[config.mk]
export PLATFORM = sky130hd
export DESIGN_NAME = sel_pipe_mux
export DESIGN_NICKNAME = d
export VERILOG_FILES = /design/src/rtl/sel_pipe_mux_pkg.sv /design/src/rtl/sel_pipe_mux_pick.sv /design/src/rtl/sel_pipe_mux.sv
export SDC_FILE = /design/constraint.sdc
export NUM_CORES = 1
export LEC_CHECK = 0
export CAP_MARGIN = 20
export CORE_MARGIN = 2
export CORE_UTILIZATION = 43
export DETAILED_ROUTE_END_ITERATION = 6
export PLACE_DENSITY_LB_ADDON = 0.08
export SETUP_SLACK_MARGIN = 0.4
export SKIP_LAST_GASP = 1
export SLEW_MARGIN = 20
export SYNTH_ARGS = -nofsm -noshare
export SYNTH_HDL_FRONTEND = slang
export SYNTH_HIERARCHICAL = 1
export SYNTH_SLANG_ARGS = --single-unit
[constraint.sdc]
create_clock -name clk -period 2.02 [get_ports clk]
set_input_delay 0.404 -clock clk [delete_from_list [all_inputs] [get_ports clk]]
set_output_delay 0.404 -clock clk [all_outputs]
set_load 0.05 [all_outputs]
[src/rtl/sel_pipe_mux_pkg.sv]
// rtl/sel_pipe_mux_pkg.sv - shared datapath constants for the select pipe mux
package sel_pipe_mux_pkg;

    localparam int DEFAULT_WIDTH  = 32;
    localparam int DEFAULT_NUM_IN = 4;

    // Occupancy of the main + skid register pair.
    localparam int         STATE_W = 2;
    localparam logic [1:0] EMPTY   = 2'd0;
    localparam logic [1:0] ONE     = 2'd1;
    localparam logic [1:0] FULL    = 2'd2;

endpackage

[src/rtl/sel_pipe_mux_pick.sv]
// rtl/sel_pipe_mux_pick.sv - combinational NUM_IN-way select with out-of-range flag
module sel_pipe_mux_pick
    import sel_pipe_mux_pkg::*;
#(
    parameter int WIDTH  = DEFAULT_WIDTH,
    parameter int NUM_IN = DEFAULT_NUM_IN,
    parameter int SEL_W  = $clog2(NUM_IN)
) (
    input  logic [NUM_IN*WIDTH-1:0] in_data,
    input  logic [SEL_W-1:0]        in_sel,
    output logic [WIDTH-1:0]        data,
    output logic                    err
);

    // An index with no matching input yields zero data and raises err.
    always_comb begin
        data = '0;
        err  = 1'b1;
        for (int k = 0; k < NUM_IN; k++) begin
            if (in_sel == SEL_W'(k)) begin
                data = in_data[k*WIDTH +: WIDTH];
                err  = 1'b0;
            end
        end
    end

endmodule

[src/rtl/sel_pipe_mux.sv]
// rtl/sel_pipe_mux.sv - registered select mux with skid buffer and valid/ready handshake
module sel_pipe_mux
    import sel_pipe_mux_pkg::*;
#(
    parameter int WIDTH  = DEFAULT_WIDTH,
    parameter int NUM_IN = DEFAULT_NUM_IN,
    parameter int SEL_W  = $clog2(NUM_IN)
) (
    input  logic                    clk,
    input  logic                    rst,
    input  logic [NUM_IN*WIDTH-1:0] in_data,
    input  logic [SEL_W-1:0]        in_sel,
    input  logic                    in_valid,
    output logic                    in_ready,
    output logic [WIDTH-1:0]        out_data,
    output logic [SEL_W-1:0]        out_sel,
    output logic                    out_err,
    output logic                    out_valid,
    input  logic                    out_ready
);

    logic [STATE_W-1:0] state;
    logic [STATE_W-1:0] state_next;

    logic [WIDTH-1:0] pick_data;
    logic             pick_err;

    logic [WIDTH-1:0] skid_data;
    logic [SEL_W-1:0] skid_sel;
    logic             skid_err;

    logic in_xfer;
    logic out_xfer;
    logic load_main_in;
    logic load_main_skid;
    logic load_skid;

    sel_pipe_mux_pick #(
        .WIDTH  (WIDTH),
        .NUM_IN (NUM_IN),
        .SEL_W  (SEL_W)
    ) u_pick (
        .in_data (in_data),
        .in_sel  (in_sel),
        .data    (pick_data),
        .err     (pick_err)
    );

    assign out_valid = (state != EMPTY);
    assign in_xfer   = in_valid && in_ready;
    assign out_xfer  = out_valid && out_ready;

    always_comb begin
        state_next     = state;
        load_main_in   = 1'b0;
        load_main_skid = 1'b0;
        load_skid      = 1'b0;
        case (state)
            EMPTY: begin
                if (in_xfer) begin
                    load_main_in = 1'b1;
                    state_next   = ONE;
                end
            end
            ONE: begin
                if (in_xfer && out_xfer) begin
                    load_main_in = 1'b1;
                end else if (in_xfer) begin
                    load_skid  = 1'b1;
                    state_next = FULL;
                end else if (out_xfer) begin
                    state_next = EMPTY;
                end
            end
            FULL: begin
                // in_ready is low here, so only the drain side can move.
                if (out_xfer) begin
                    load_main_skid = 1'b1;
                    state_next     = ONE;
                end
            end
            default: state_next = EMPTY;
        endcase
    end

    always_ff @(posedge clk) begin
        if (rst) begin
            state     <= EMPTY;
            in_ready  <= 1'b1;
            out_data  <= '0;
            out_sel   <= '0;
            out_err   <= 1'b0;
            skid_data <= '0;
            skid_sel  <= '0;
            skid_err  <= 1'b0;
        end else begin
            state    <= state_next;
            // Registered so in_ready never sees out_ready combinationally.
            in_ready <= (state_next != FULL);
            if (load_main_in) begin
                out_data <= pick_data;
                out_sel  <= in_sel;
                out_err  <= pick_err;
            end else if (load_main_skid) begin
                out_data <= skid_data;
                out_sel  <= skid_sel;
                out_err  <= skid_err;
            end
            if (load_skid) begin
                skid_data <= pick_data;
                skid_sel  <= in_sel;
                skid_err  <= pick_err;
            end
        end
    end

endmodule

Yosys cells after proc, flatten, opt, wreduce, memory -nomap -nowiden
Index checks and enable logic that the tools add are counted.
W data, S select, Z words.
- register bits: 73
- input bits: 134
- output and inout port bits: 37
- word-level logic and storage cells: 48
- eq/ne operators: 6
- multiplexer cells: 27
- reduce and logical (&&, ||, !) cells: 7
- operators by type and width (cell ; count):
    $mux W32 ; 6
    $mux W2 ; 7
    $mux W1 ; 12
    $eq A2 B2 Y1 const B ; 3
    $pmux W2 S3 ; 1
    $eq A2 B1 Y1 const B ; 2
    $logic_not A2 Y1 ; 2
    $reduce_bool A2 Y1 ; 2
    $logic_and A1 B1 Y1 ; 3
    $ne A2 B2 Y1 const B ; 1
    $pmux W1 S2 ; 1

Longest topological paths before layout
Gate-level depths: netlist (run 1).
- depth after elaboration: 7
- mapped depth: 6
- depth with buffers taken out: 4

Hierarchy
Netlist (run 1), hierarchy kept.
- modules (own cells, without submodules) (module ; times used ; cells an instance ; area each (um2) ; seq. area each (um2)):
    sel_pipe_mux ; 1 ; 366 ; 3119.2 ; 1461.4
    sel_pipe_mux_pick ; 1 ; 41 ; 825.8 ; 0.0

Least setup slack after synthesis (run 1)
Ideal clock, no wire load.
- path type: register to register
- start point: register in_ready
- end point: register out_data[0]
- setup time: 147 ps
- data arrival time: 1653 ps
- required time: 1873 ps
- slack: 220 ps
- stages on the path, launching flop included: 7
- path buffers: 2
- clock period less this slack: 1800 ps
- cells stage by stage: dfxtp_1 -> nand2_1 -> or3_1 -> buf_4 -> buf_2 -> nor2_1 -> a311oi_2
- cells in the longest elaborated chain, start to end: 5
- elaborated cells on any way between the ends: 7
- classes of those cells: 4 x mux; 3 x reduce/logical
- RTL lines (what ; line ; text):
    start: declaration ; sel_pipe_mux.sv:14 ; output logic in_ready,
    start signal: assignment ; sel_pipe_mux.sv:99 ; in_ready <= (state_next != FULL);
    $logic_and A1 B1 Y1 (*) ; sel_pipe_mux.sv:50 ; assign in_xfer = in_valid && in_ready;
    $logic_and A1 B1 Y1 ; sel_pipe_mux.sv:66 ; if (in_xfer && out_xfer) begin
    $mux W1 ; sel_pipe_mux.sv:66 ;
    $pmux W1 S2 (*) ; sel_pipe_mux.sv:58 ; case (state)
    $mux W32 / $reduce_bool A2 Y1 (equally long branches) ; -- ;
    end signal: assignment ; sel_pipe_mux.sv:101 ; out_data <= pick_data;
    end signal: assignment ; sel_pipe_mux.sv:105 ; out_data <= skid_data;
    end: declaration ; sel_pipe_mux.sv:15 ; output logic [WIDTH-1:0] out_data,
Every way passes the cells marked *; elsewhere a longest branch is shown, timed or not.
A chain may end at the register's enable or synchronous reset.

Worst setup path after layout (run 1)
- start point: register out_data[20]
- end point: output out_data[20]
No word-level cell between the ends.

==> flow_summary.yaml, run 1 <==
timing:
  skew_ps: 14.80
  hold_viol_final: 0
  tns_ps: 0
  min_period_ps: 1599
  max_freq_ghz: 0.6254
  worst_slew_pin_slew_ps: 536.9
  timing.final.crit_share: 0.7916
  grt_setup_unrepaired: "true"
  setup_viol: 0
  slew_viol_final: 0
  hold_ws_ps: 454.7
  max_slew_margin: 0.6421
run_status:
  run_status: "completed"
setup_path:
  cp.arrival_ps: 1200
  cp.depth: 1
  end_kind: "output port"
  critPathMaxStageDelay_ps: 540
  worstPathRequired_ps: 1620
  startpoint_type: "register"
  path_max_fanout: 2
  cpLargestDelayFamily: "buffers and inverters"
  rr_endpoint: "out_data[22]$_SDFFE_PP0P_"
  crit_buf_inv: 1
  path_cells: "dlygate4sd2_1"
  worst_path_max_delay_cell: "dlygate4sd2_1"
  worstSetupPathType: "reg -> out"
  r2r_cells: 5
  reg2reg_from: "state[0]$_SDFF_PP0_"
  r2r_setup_slack_ps: 560
finish:
  fill_cells: 716
  diodes: 0
  nNetsFinal: 713
  fin_cells: 692
  area_delta_synth_final_pct: 53.25
  drive_above_1_share: 0.2586
  final_core_util: 0.6866
  design_area_um2: 6046
floorplanning:
  design.die.area_um2: 9957
  die_y_um: 99.79
  ios: 171
  start_util: 0.4480
  rows: 34
  coreArea_um2: 8806
  fp.dieW_um: 99.79
placement:
  dp_hpwl_um: 7643
  place_inst: 669
  gp_congestion: 0.7458
  dpl_cell_area_um2: 5777
  port_buffers: 170
power_and_ir_drop:
  p_sw_mw: 1.199
  comb_power_share: 0.289
  clock_power_share: 0.317
  p_per_area_nw_per_um2: 664.3
  p_leak_nw: 2.208
  swShare: 0.2985
  power_frac_seq: 0.394
  ir_drop_uv: 340.2
  p_int_mw: 2.817
logic_synthesis:
  async_reset_ff_frac: 0
  synth.avg_cell_area_um2: 9.693
  synth-main-ff-cell: "dfxtp_1"
  synth_cells: 407
  synth_top_area_cell: "dfxtp_1"
  synth_area_leaders: "dfxtp_1, mux4_2, nand2_1"
  ys_ff_latch: 73
  synth-seq-area-share: 0.3704
  syn_nets: 541
  yosysWarnings: 6
  synth_most_common_cell: "nand2_1"
  synth.top_cell.area_share: 0.3704
  synth_edf_count: 0
  yosys-top-cells-count: "nand2_1, dfxtp_1, nor2_1, a21oi_1, a311oi_2"
  synth_cell_types: 27
  netlist_area_um2: 3945
routing:
  wl_per_cell_um: 16.00
  drt_iter0_drc: 106
  viasPerCell: 5.436
  postRouteWirelength_um: 11070
  dr_total_vias: 3762
  postRouteAntennaNets: 0
  firstDrtPassIters: 6
  drc: 0
hold_path:
  hold-path-endpoint: "skid_data[15]$_SDFFE_PP0P_"
  min_from: "skid_data[15]$_SDFFE_PP0P_"
  min_path_cells: 2
  min_path_type: "reg -> reg"
grt:
  grt_pass1_vias: 3890
  antenna_found_initial: 0
  grt_max_degree: 39
  grt_pass1_wl_um: 17620
  grt_overflow: 0
  grtUsageTotal: 0.2192
clock_network:
  hold_buffers: 0
  cts_tree: "yes"
  cts_max_level: 3
  cts_buffers: 9
  cts.sinks: 73
  root_buffer: "clkbuf_8"
  clkLatencyLatePin_ps: 340
  cts_buffer_depth: 2
  clk_pin_slew_ps: 70
run:
  maxCapViolations: 0
-- flip-flops by register name, summed over array words and instances (netlist names) --
| name | count |
|---|---|
| out_err | 1 |
| out_data | 32 |
| state | 2 |
| skid_sel | 2 |
| skid_err | 1 |
| skid_data | 32 |
| in_ready | 1 |
| out_sel | 2 |
-- worst max path at each step --
stage / startpoint / endpoint / slack (ps)
3_3_place_gp: out_ready / out_data[6]$_SDFFE_PP0P_ / -30
5_1_grt: in_ready$_SDFF_PP1_ / in_ready / 390
3_5_place_dp: out_ready / out_data[1]$_SDFFE_PP0P_ / -50
6_report: out_data[20]$_SDFFE_PP0P_ / out_data[20] / 420
4_1_cts: out_ready / skid_data[27]$_SDFFE_PP0P_ / 340
2_1_floorplan: in_ready$_SDFF_PP1_ / out_data[0]$_SDFFE_PP0P_ / 420
-- cells by family after synthesis --
| group | Yosys count | share of synthesized area |
|---|---|---|
| and+or+nand+nor | 187 | 0.1878 |
| buffers and inverters | 40 | 0.06882 |
| DFF | 73 | 0.3704 |
| muxes | 34 | 0.1900 |
| other | 1 | 0.0009506 |
| AOI/OAI and AO/OA | 72 | 0.1820 |
-- metrics by stage --
step / total power, mW / setup slack [ps]
after floorplan: 2.317 / 424.1
after global placement: 2.783 / -25.96
after detailed placement: 2.805 / -47.87
after CTS: 4.033 / 344.3
after global routing: 4.183 / 389.0
final: 4.016 / 421.0
-- per-layer routing --
| metal | track usage | up-vias | wire length [um] | part of all wire |
|---|---|---|---|---|
| li1 | - | 1786 | - | - |
| met1 | 0.2470 | 1843 | 4328 | 0.39 |
| met2 | 0.4070 | 124 | 5835 | 0.53 |
| met3 | 0.05014 | 9 | 801 | 0.072 |
| met4 | 0.07376 | 0 | 104 | 0.0094 |
| met5 | 0 | - | 0 | 0 |
-- repair_timing --
action / 4_1_cts / 5_1_grt
gates cloned: 0 / 5
setup endpoints to repair: 107 / 68
resized for setup: 70 / 46
setup buffers: 0 / 2
hold endpoints to repair: 0 / 0
pin swaps: 0 / 2
-- power by group through the flow --
stage	Sequential (mW)	Combinational (mW)	Clock (mW)
floorplan	1.85	0.463	0
global placement	1.62	1.17	0
detailed placement	1.62	1.19	0
CTS	1.58	1.16	1.29
global route	1.60	1.23	1.35
finish	1.58	1.16	1.27
-- placed cells by master, fill, tap and decap left out, drive strengths merged, types with 2 or more instances in the layout --
cell,count
a311oi,35
buf,31
clkdlybuf4s50,128
clkbuf,33
bufinv,2
clkinv,3
inv,2
dlymetal6s2s,2
a21oi,35
nand2b,2
nor2,37
mux4,32
or3,2
clkdlybuf4s15,15
or2,2
nand2,141
dfxtp,73
-- worst min-delay path, stage by stage, from the launching register on --
cell and delay, ps:
dfxtp_1 310, nand2_1 50, a21oi_1 50
-- cell type report --
class                   instances  area [um^2]  area share
multi-input cells             294         2241      0.3707
flip-flops and latches         73         1466      0.2426
clock inverters                 5        78.83     0.01304
inverters                       2        7.507    0.001242
well taps                     108        135.1     0.02235
repair buffers                199         1976      0.3268
clock buffers                  11        141.4     0.02339
Power figures use the tool's default switching activity.
==> inputs of run 2 (changes only) <==
--- a/config.mk
+++ b/config.mk
@@ -7,7 +7,7 @@
 export LEC_CHECK = 0
 export CAP_MARGIN = 20
 export CORE_MARGIN = 2
-export CORE_UTILIZATION = 43
+export CORE_UTILIZATION = 39
 export DETAILED_ROUTE_END_ITERATION = 6
 export PLACE_DENSITY_LB_ADDON = 0.08
 export SETUP_SLACK_MARGIN = 0.4
==> constraint.sdc (replaced) <==
create_clock -name clk -period 1.28 [get_ports clk]
set_input_delay 0.256 -clock clk [delete_from_list [all_inputs] [get_ports clk]]
set_output_delay 0.256 -clock clk [all_outputs]
set_load 0.05 [all_outputs]
==> flow_summary.yaml, run 2 (synthesis gave the netlist of run 1 again) <==
run_status:
  run_status: "complete, but fails checks"
  violations: "negative setup slack"
grt:
  antenna_found_initial: 0
  grt_overflow: 0
  grt_max_degree: 39
  grt_pass1_vias: 3976
  grt_pass1_wl_um: 18860
  grtUsageTotal: 0.2118
setup_path:
  end_kind: "output port"
  reg2reg_from: "state[0]$_SDFF_PP0_"
  worstSetupPathType: "reg -> out"
  worstPathRequired_ps: 1020
  path_max_fanout: 5
  cp.arrival_ps: 1210
  critPathLaunch: "state[0]$_SDFF_PP0_"
  startpoint_type: "register"
clock_network:
  cts_max_level: 3
  cts.sinks: 73
  hold_buffers: 0
  root_buffer: "clkbuf_8"
  clk_pin_slew_ps: 70
  cts_tree: "yes"
  cts_buffer_depth: 2
  cts_buffers: 9
  clkLatencyLatePin_ps: 350
routing:
  firstDrtPassIters: 4
  postRouteWirelength_um: 13210
  drc: 0
  viasPerCell: 5.301
  drt_iter0_drc: 147
  wl_per_cell_um: 17.78
  postRouteAntennaNets: 0
  dr_total_vias: 3939
finish:
  most-common-layout-cells: "clkdlybuf4s50_1, nand2_1, buf_12"
  drive_above_1_share: 0.5803
  final_core_util: 0.7712
  layout_commonest_cell: "clkdlybuf4s50_1"
  largestRegisters: "out_data (32), skid_data (32)"
  nNetsFinal: 739
  area_delta_synth_final_pct: 91.09
  diodes: 0
floorplanning:
  die_y_um: 104.6
  design.die.area_um2: 10940
  start_util: 0.4036
  rows: 36
  ios: 171
  coreArea_um2: 9774
  fp.dieW_um: 104.6
timing:
  hold_viol_final: 0
  tns_ps: -9311
  max_freq_ghz: 0.6803
  setup_viol: 71
  skew_ps: 8.550
  slew_viol_final: 0
  min_period_ps: 1470
  grt_setup_unrepaired: "true"
  timing.final.crit_share: 1.148
  setup_slack_ps: -190.0
placement:
  gp_congestion: 0.7369
  port_buffers: 170
  dp_hpwl_um: 8315
hold_path:
  min_path_type: "in -> reg"
  min_from: "rst"
power_and_ir_drop:
  ir_drop_uv: 745.6
  power_mw: 7.146
  p_per_area_nw_per_um2: 948.0
  p_leak_nw: 2.802
run:
  maxCapViolations: 0
-- run 2: changes by cell type in the layout (fill, tap and decap cells not counted), sizes merged --
| cell | previous run | this run |
|---|---|---|
| buf | 31 | 90 |
| clkbuf | 33 | 14 |
| clkdlybuf4s15 | 15 | 0 |
| clkinv | 3 | 4 |
| clkinvlp | 0 | 1 |
| dlygate4sd2 | 1 | 0 |
-- run 2: per-stage QoR --
stage          instances  hold WS [ps]  cell area (um^2)  setup slack, ps
3_5_place_dp         695         451.4              6329           -508.4
4_1_cts              722         190.2              6694           -186.7
6_report             743         212.9              7538           -190.0
2_1_floorplan        407         373.5              4093           -116.0
5_1_grt              743         203.5              7538           -239.6
3_3_place_gp         695         444.8              6329           -482.1
-- run 2: power breakdown --
part / internal (mW) / switching (mW)
Combinational: 1.38 / 1.15
Clock: 1.10 / 0.928
Sequential: 2.44 / 0.157
-- run 2: metal layers --
metal	GRT usage	vias to the layer above	part of all wire
li1	-	1842	-
met1	0.2405	1964	0.39
met2	0.3936	119	0.54
met3	0.06238	14	0.058
met4	0.04190	0	0.013
met5	0	-	0
-- run 2: final timing paths --
kind	to	depth (start not counted)	slack [ps]
max	out_valid	3	-190
min	skid_data[2]$_SDFFE_PP0P_	2	210
max reg2reg	out_data[5]$_SDFFE_PP0P_	4	-190
min reg2reg	skid_data[28]$_SDFFE_PP0P_	2	470
-- run 2: timing repair --
item,4_1_cts,5_1_grt
gates resized for setup,41,159
pin swaps,3,45
cloned,0,9
endpoints found under the setup margin,110,110
setup buffers,11,12
-- run 2: cell type report --
cell class | instances | area [um^2]
repair buffers | 225 | 2785
flip-flops and latches | 73 | 1521
multi-input cells | 294 | 2839
clock buffers | 9 | 123.9
fillers | 650 | 2236
well taps | 133 | 166.4
clock inverters | 7 | 95.09
inverters | 2 | 7.507
-- run 2: worst max-delay path, cell delays in order (launching register included) --
cell and delay, ps:
dfxtp_4 370, buf_6 120, or2_4 230, buf_12 150
==> inputs of run 3 (changes only) <==
==> constraint.sdc (replaced) <==
create_clock -name clk -period 1.28 [get_ports clk]
set_input_delay 0.256 -clock clk [delete_from_list [all_inputs] [get_ports clk]]
set_output_delay 0.256 -clock clk [all_outputs]
set_load 0.005 [all_outputs]
==> flow_summary.yaml, run 3 (synthesis gave the netlist of run 1 again) <==
placement:
  place_inst: 697
  pre_cts_ws_ps: -511.0
  port_buffers: 170
  dp_hpwl_um: 8163
  gp_congestion: 0.7655
grt:
  grt_max_degree: 29
  antenna_found_initial: 0
  grtUsageTotal: 0.2106
  grt_pass1_wl_um: 18660
  grt_overflow: 0
  grt_pass1_vias: 3924
floorplanning:
  coreArea_um2: 9774
  design.die.area_um2: 10940
  start_util: 0.4036
  die_y_um: 104.6
  fp.dieW_um: 104.6
  rows: 36
  ios: 171
finish:
  multi_input_area_um2: 2532
  nNetsFinal: 735
  layout_commonest_cell: "clkdlybuf4s50_1"
  regArea_um2: 1514
  diodes: 0
  fin_cells: 739
  drive_above_1_share: 0.4884
  most-common-layout-cells: "clkdlybuf4s50_1, nand2_1, dfxtp_2"
  fill_cells: 758
  largestRegisters: "out_data (32), skid_data (32)"
  area_delta_synth_final_pct: 73.01
routing:
  viasPerCell: 5.254
  dr_total_vias: 3883
  postRouteAntennaNets: 0
  drt_iter0_drc: 146
  postRouteWirelength_um: 12630
  firstDrtPassIters: 4
  drc: 0
  wl_per_cell_um: 17.09
clock_network:
  cts_buffer_depth: 2
  root_buffer: "clkbuf_8"
  cts.sinks: 73
  cts_buffers: 9
  clkLatencyLatePin_ps: 340
  cts_tree: "yes"
  clk_pin_slew_ps: 70
  cts_max_level: 3
run:
  maxCapViolations: 0
hold_path:
  min_path_type: "in -> reg"
timing:
  setup_slack_ps: -154.9
  grt_setup_unrepaired: "true"
  hold_ws_ps: 290.4
  tns_ps: -7957
  setup_viol: 71
  timing.final.crit_share: 1.121
  skew_ps: 7.462
  min_period_ps: 1435
  max_freq_ghz: 0.6969
  hold_viol_final: 0
  slew_viol_final: 0
setup_path:
  worstPathRequired_ps: 1530
  worstSetupPathType: "reg -> reg"
  path_max_fanout: 7
  cp.arrival_ps: 1680
  startpoint_type: "register"
  end_kind: "register"
power_and_ir_drop:
  ir_drop_uv: 509.2
  p_per_area_nw_per_um2: 915.3
  clock_power_share: 0.304
  swShare: 0.2621
  p_sw_mw: 1.637
  power_frac_seq: 0.407
  p_leak_nw: 2.438
  comb_power_share: 0.289
  p_int_mw: 4.610
run_status:
  run_status: "complete, but fails checks"
  violations: "negative setup slack"
run 3: worst max-delay path, stage by stage (launching register included):
cell and delay (ps):
dfxtp_4 370, nor2b_4 140, or3_4 420, clkbuf_16 200, a311oi_2 210
run 3: path summary, 6_finish.rpt:
check,from,slack (ps),depth (start not counted),endpoint
max,state[0]$_SDFF_PP0_,-150,4,out_sel[1]$_SDFFE_PP0P_
min,rst,290,2,state[0]$_SDFF_PP0_
max reg2reg,state[0]$_SDFF_PP0_,-150,4,out_sel[1]$_SDFFE_PP0P_
min reg2reg,skid_data[9]$_SDFFE_PP0P_,470,2,skid_data[9]$_SDFFE_PP0P_
run 3: cell type report:
cell class	count	share of cell area
Multi-Input combinational cell	295	0.3710
Timing Repair Buffer	220	0.3512
Clock buffer	14	0.02530
Tap cell	133	0.02438
Inverter	2	0.001100
Clock inverter	2	0.005133
Sequential cell	73	0.2218
run 3: power by group through the flow:
stage / Combinational, mW / Clock, mW / Sequential, mW
5_1_grt: 1.92 / 2.01 / 2.56
2_1_floorplan: 0.827 / 0 / 2.55
6_report: 1.81 / 1.90 / 2.54
3_3_place_gp: 1.58 / 0 / 2.55
3_5_place_dp: 1.61 / 0 / 2.55
4_1_cts: 1.63 / 1.92 / 2.53
run 3: per-layer routing:
metal	vias up	global-route usage	part of all wire
met5	-	0	0
met4	0	0.06571	0.016
met3	18	0.05365	0.065
met2	134	0.3898	0.53
met1	1901	0.2357	0.39
li1	1830	-	-
run 3: through the flow:
stage,instance area (um^2),total power [mW],utilization
floorplan,4128,3.378,-
global placement,6010,4.131,0.6148
detailed placement,6010,4.165,0.6148
CTS,6374,6.078,0.6521
global route,6825,6.488,0.6983
finish,6825,6.247,0.6983
run 3: repair_timing:
action,in CTS,in global routing
cloned,2,10
resized for setup,222,63
hold buffers,0,0
endpoints found under the setup margin,110,110
buffers inserted,10,4
pin swaps,13,11
